==> src/rtl/bcd_display_scan.sv <==
// Scans a packed BCD word onto a shared active-low 7-segment bus, one digit at a time.
// Outputs are registered with one cycle of latency. load is accepted every cycle and never back-pressured.
// Define BCD_SCAN_LZB_EN to blank leading zeros (digit 0 is never blanked).
module bcd_display_scan #(
   parameter int NUM_DIGITS  = 2,
   parameter int REFRESH_DIV = 50000
) (
   input  logic                    clk,
   input  logic                    rst_n,
   input  logic                    load,
   input  logic [4*NUM_DIGITS-1:0] bcd_in,
   output logic [6:0]              seg,
   output logic [NUM_DIGITS-1:0]   an,
   output logic                    err
);

   localparam int IDX_W = (NUM_DIGITS > 1) ? $clog2(NUM_DIGITS) : 1;
   localparam int CNT_W = $clog2(REFRESH_DIV);
   localparam logic [IDX_W-1:0] IDX_LAST = IDX_W'(NUM_DIGITS - 1);
   localparam logic [CNT_W-1:0] CNT_LAST = CNT_W'(REFRESH_DIV - 1);

   function automatic logic [6:0] f_decode(input logic [3:0] i_d);
      logic [6:0] v;
      case (i_d)
         4'd0:    v = 7'h40;
         4'd1:    v = 7'h79;
         4'd2:    v = 7'h24;
         4'd3:    v = 7'h30;
         4'd4:    v = 7'h19;
         4'd5:    v = 7'h12;
         4'd6:    v = 7'h02;
         4'd7:    v = 7'h78;
         4'd8:    v = 7'h00;
         4'd9:    v = 7'h10;
         default: v = 7'h3F;
      endcase
      return v;
   endfunction

   logic [4*NUM_DIGITS-1:0] r_data;
   logic [CNT_W-1:0]        r_cnt;
   logic [IDX_W-1:0]        r_idx;
   logic [6:0]              r_seg;
   logic [NUM_DIGITS-1:0]   r_an;
   logic                    r_err;

   logic                    w_wrap;
   logic [CNT_W-1:0]        w_cnt_nxt;
   logic [IDX_W-1:0]        w_idx_nxt;
   logic [4*NUM_DIGITS-1:0] w_data_nxt;
   logic [3:0]              w_digit;
   logic [NUM_DIGITS-1:0]   w_an_nxt;
   logic                    w_err_nxt;
   logic                    w_blank;
   logic [6:0]              w_seg_nxt;

   // Outputs are decoded from the post-edge state so a load or an index
   // advance shows up on the very edge that takes it.
   always_comb begin
      w_wrap     = (r_cnt == CNT_LAST);
      w_cnt_nxt  = w_wrap ? '0 : r_cnt + 1'b1;
      w_idx_nxt  = r_idx;
      if (w_wrap) begin
         w_idx_nxt = (r_idx == IDX_LAST) ? '0 : r_idx + 1'b1;
      end
      w_data_nxt = load ? bcd_in : r_data;
   end

   always_comb begin
      w_digit   = 4'd0;
      w_an_nxt  = '1;
      w_err_nxt = 1'b0;
      for (int i = 0; i < NUM_DIGITS; i++) begin
         if (IDX_W'(i) == w_idx_nxt) begin
            w_digit     = w_data_nxt[4*i +: 4];
            w_an_nxt[i] = 1'b0;
         end
         if (w_data_nxt[4*i +: 4] > 4'd9) begin
            w_err_nxt = 1'b1;
         end
      end
   end

`ifdef BCD_SCAN_LZB_EN
   logic w_any_nz;

   // A '-' nibble is non-zero, so it also stops blanking of the digits below it.
   always_comb begin
      w_any_nz = 1'b0;
      for (int i = 0; i < NUM_DIGITS; i++) begin
         if ((IDX_W'(i) >= w_idx_nxt) && (w_data_nxt[4*i +: 4] != 4'd0)) begin
            w_any_nz = 1'b1;
         end
      end
      w_blank = (w_idx_nxt != '0) && !w_any_nz;
   end
`else
   always_comb begin
      w_blank = 1'b0;
   end
`endif

   always_comb begin
      w_seg_nxt = w_blank ? 7'h7F : f_decode(w_digit);
   end

   always_ff @(posedge clk or negedge rst_n) begin
      if (!rst_n) begin
         r_data <= '0;
         r_cnt  <= '0;
         r_idx  <= '0;
         r_seg  <= 7'h7F;
         r_an   <= '1;
         r_err  <= 1'b0;
      end else begin
         r_data <= w_data_nxt;
         r_cnt  <= w_cnt_nxt;
         r_idx  <= w_idx_nxt;
         r_seg  <= w_seg_nxt;
         r_an   <= w_an_nxt;
         r_err  <= w_err_nxt;
      end
   end

   assign seg = r_seg;
   assign an  = r_an;
   assign err = r_err;

endmodule

==> config.mk <==
export PLATFORM = sky130hd
export DESIGN_NAME = bcd_display_scan
export DESIGN_NICKNAME = d
export VERILOG_FILES = /design/src/rtl/bcd_display_scan.sv
export SDC_FILE = /design/constraint.sdc
export NUM_CORES = 1
export LEC_CHECK = 0
export CAP_MARGIN = 5
export CORE_UTILIZATION = 50
export CTS_CLUSTER_DIAMETER = 40
export DETAILED_ROUTE_END_ITERATION = 10
export PLACE_DENSITY = 0.73
export SLEW_MARGIN = 20
export SYNTH_ARGS = -nofsm -noshare
export SYNTH_HDL_FRONTEND = slang
export SYNTH_SLANG_ARGS = --single-unit
export TNS_END_PERCENT = 20
==> constraint.sdc <==
create_clock -name clk -period 9.75 [get_ports clk]
set_input_delay 1.95 -clock clk [delete_from_list [all_inputs] [get_ports clk]]
set_output_delay 1.95 -clock clk [all_outputs]
set_load 0.01 [all_outputs]
==> results.sh <==
export IMPL_status="finished clean"
export IMPL_clkSinkCount=35
export IMPL_drc_errors=0
export IMPL_mostFrequentLayoutCell="dfrtp_1"
export IMPL_wl_per_cell_um=14.81
export IMPL_dpl_instance_area_um2=1984
export IMPL_wl_mm=3.407
export IMPL_die_w_um=60.96
export IMPL_vias=1267
export IMPL_netlist_area_um2=1738
export IMPL_combPwrFrac_pct=17.3
export IMPL_start_kind="input port"
export IMPL_ys_flop_type="dfrtp_1"
export IMPL_fill_cells=310
export IMPL_critPathSlowestCell="clkdlybuf4s50_1"
export IMPL_fin_area_um2=2053
export IMPL_globalplace_congestion=0.9024
export IMPL_pwr_share_clk_pct=29.5
export IMPL_nets=201
export IMPL_num_rows=21
export IMPL_dp_slack_ns=5.401
export IMPL_rsz0062_at_grt="no"
export IMPL_h_tree_depth=2
export IMPL_multi_input_area_um2=794.5
export IMPL_synthToLayoutAreaGrowth_pct=18.14
export IMPL_relSlewSlack_pct=45.94
export IMPL_layout_common_cells="dfrtp_1 (26), clkdlybuf4s50_1 (20), nor2_1 (16), nand2_1 (11)"
export IMPL_ctsLongestPathBuffers=2
export IMPL_die_area_um2=3716
export IMPL_fin_ws_ns=5.744
export IMPL_tightestPinTransition_ns=0.8102
export IMPL_max_stage_delay_ns=0.72
export IMPL_max_freq_mhz=249.6
export IMPL_hp_class="flip-flop to flip-flop"
export IMPL_portBuffers=20
export IMPL_drt_iter0_markers=49
export IMPL_vdd_drop_max_mv=0.07477
export IMPL_diodes=0
export IMPL_dr_pass1_iters=4
export IMPL_ys_seq_area_share_pct=51.04
export IMPL_detail_route_antenna_nets=0
export IMPL_coreArea_um2=3337
export IMPL_viasPerCell=5.509
export IMPL_end_kind="flip-flop"
export IMPL_die_h_um=60.96
export IMPL_swShare_pct=25.31
export IMPL_path_class="input port to flip-flop"
export IMPL_cts_root_buf="clkbuf_4"
export IMPL_totalPowerFinal_w=0.0003003
export IMPL_setup_violations=0
export IMPL_worstSkewPairLatency_ns=0.34
export IMPL_ys_ff_latch=35
export IMPL_p_seq_share_pct=53.2
export IMPL_ys_types=32
export IMPL_p_leak_nw=0.9072
export IMPL_syn_area_per_cell_um2=11.00
export IMPL_power_density_nw_per_um2=146.3
export IMPL_grt_pass1_vias=1271
export IMPL_antenna_found_initial=0
export IMPL_final_setup_tns_ns=0
export IMPL_postCtsHoldBufs=0
export IMPL_num_io_pins=21
export IMPL_cts_buffers=5
export IMPL_skew_ns=0.01072
export IMPL_cp_arrival_ns=4.26
export IMPL_cts_setup_buffers=0
export IMPL_ff_latch_area_um2=887.1
export IMPL_async_flop_share_pct=100.0
export IMPL_yosys_warnings=0
export IMPL_grt_total_usage_pct=20.91
export IMPL_p_sw_w=0.00007602
export IMPL_start_util_pct=52.08
export IMPL_drive_gt1_share_pct=14.67
export IMPL_cts_repair_resized=0
export IMPL_critPathMaxFanout=8
export IMPL_grt_ovfl_total=0
export IMPL_whs_ns=0.4908
export IMPL_synth_enable_flop_cells=0
export IMPL_syn_inst=158
export IMPL_hpwl_mm=2.478
export IMPL_maxCapViolCount=0
export IMPL_fin_crit_ns=4.006
export IMPL_hold_viol=0
export IMPL_slew_viol_final=0
export IMPL_clk_pin_slew_worst_paths_ns=0.10
export IMPL_path_cells="clkdlybuf4s50_1 -> mux2_2 -> o21ai_0 -> ha_1 -> inv_1 -> or3_1 -> a31oi_1"
export IMPL_p_int_w=0.0002243
export IMPL_syn_nets=176
export IMPL_cts_tree="yes"
export IMPL_grt_pass1_wl_mm=5.520
export IMPL_finalCritPeriodShare_pct=41.09
export IMPL_grt_max_degree=36
export IMPL_crit_required_ns=10.00
==> state kept, by name, summed over array words and instances, names as in the netlist <==
| signal | count |
|---|---|
| r_cnt | 16 |
| r_data | 8 |
| seg | 7 |
| an | 2 |
| err | 1 |
| r_idx | 1 |
==> cells by family after synthesis <==
logic type	count (synthesis)	share of synthesized area, %
buffers and inverters	13	3.240
AO/OA/AOI/OAI	18	6.984
adder cells (fa/ha/maj)	7	5.039
XOR/XNOR	14	7.488
multiplexers	15	8.999
flip-flops	35	51.04
AND/OR/NAND/NOR	56	17.21
==> cell type report <==
type	count	share of cell area, %
Clock buffer	8	3.352
Multi-Input combinational cell	110	38.70
Sequential cell	35	43.21
Timing Repair Buffer	21	10.12
Tap cell	46	2.803
Inverter	10	1.828
==> through the flow <==
| step | std cells | util (%) |
|---|---|---|
| final | 230 | 61.53 |
| after global routing | 230 | 61.53 |
| after CTS | 230 | 61.53 |
| after detailed placement | 222 | 59.47 |
| after global placement | 222 | 59.47 |
| after floorplan | 158 | - |
==> path summary, 6_finish.rpt <==
check,end,from,slack (ns),cells past startpoint
setup / recovery,seg[2]$_DFF_PN1_,load,5.74,7
hold / removal,r_cnt[13]$_DFF_PN0_,r_cnt[13]$_DFF_PN0_,0.49,1
setup reg to reg,seg[4]$_DFF_PN1_,r_cnt[7]$_DFF_PN0_,5.85,9
hold reg to reg,r_cnt[13]$_DFF_PN0_,r_cnt[13]$_DFF_PN0_,0.49,1
max in group asynchronous,seg[3]$_DFF_PN1_,rst_n,7.39,2
min in group asynchronous,r_cnt[11]$_DFF_PN0_,rst_n,2.01,2
==> metal layers <==
layer | track usage [%] | up-vias | wire length (um)
met4 | 9.091 | 0 | 82
met5 | 0 | - | 0
met1 | 22.86 | 627 | 1417
met2 | 38.15 | 36 | 1792
met3 | 5.330 | 10 | 114
li1 | - | 594 | -
==> cells in the mapped netlist, types with 2 or more instances <==
| cell type | count | area share [%] |
|---|---|---|
| nor3_1 | 4 | 1.2 |
| or3_1 | 6 | 2.2 |
| dfstp_2 | 9 | 14 |
| dfrtp_1 | 26 | 37 |
| nor2_1 | 16 | 3.5 |
| o21a_1 | 2 | 0.86 |
| a21oi_1 | 4 | 1.2 |
| ha_1 | 7 | 5.0 |
| nand3_1 | 10 | 2.9 |
| inv_1 | 9 | 1.9 |
| o21ai_0 | 4 | 1.2 |
| a32oi_1 | 4 | 2.0 |
| mux2_2 | 5 | 3.2 |
| clkbuf_1 | 2 | 0.43 |
| nand4_1 | 2 | 0.72 |
| xnor2_1 | 5 | 2.5 |
| mux2i_1 | 10 | 5.8 |
| nand2_1 | 11 | 2.4 |
| xor2_1 | 8 | 4.0 |
| or4bb_1 | 2 | 1.3 |
==> worst max-delay path: cells and delay by family <==
family | cells | cell delay (ns)
multiplexers | 1 | 0.42
AND/OR/NAND/NOR | 1 | 0.35
AO/OA/AOI/OAI | 2 | 0.51
buffers and inverters | 2 | 0.76
adder cells (fa/ha/maj) | 1 | 0.26
==> power by group through the flow <==
stage | Sequential [W] | Combinational (W) | Clock (W)
after CTS | 0.000160 | 0.0000517 | 0.0000910
final | 0.000160 | 0.0000519 | 0.0000887
after global placement | 0.000162 | 0.0000505 | 0
after floorplan | 0.000165 | 0.0000239 | 0
after detailed placement | 0.000163 | 0.0000516 | 0
after global routing | 0.000161 | 0.0000575 | 0.0000982
Power figures use the tool's default switching activity.
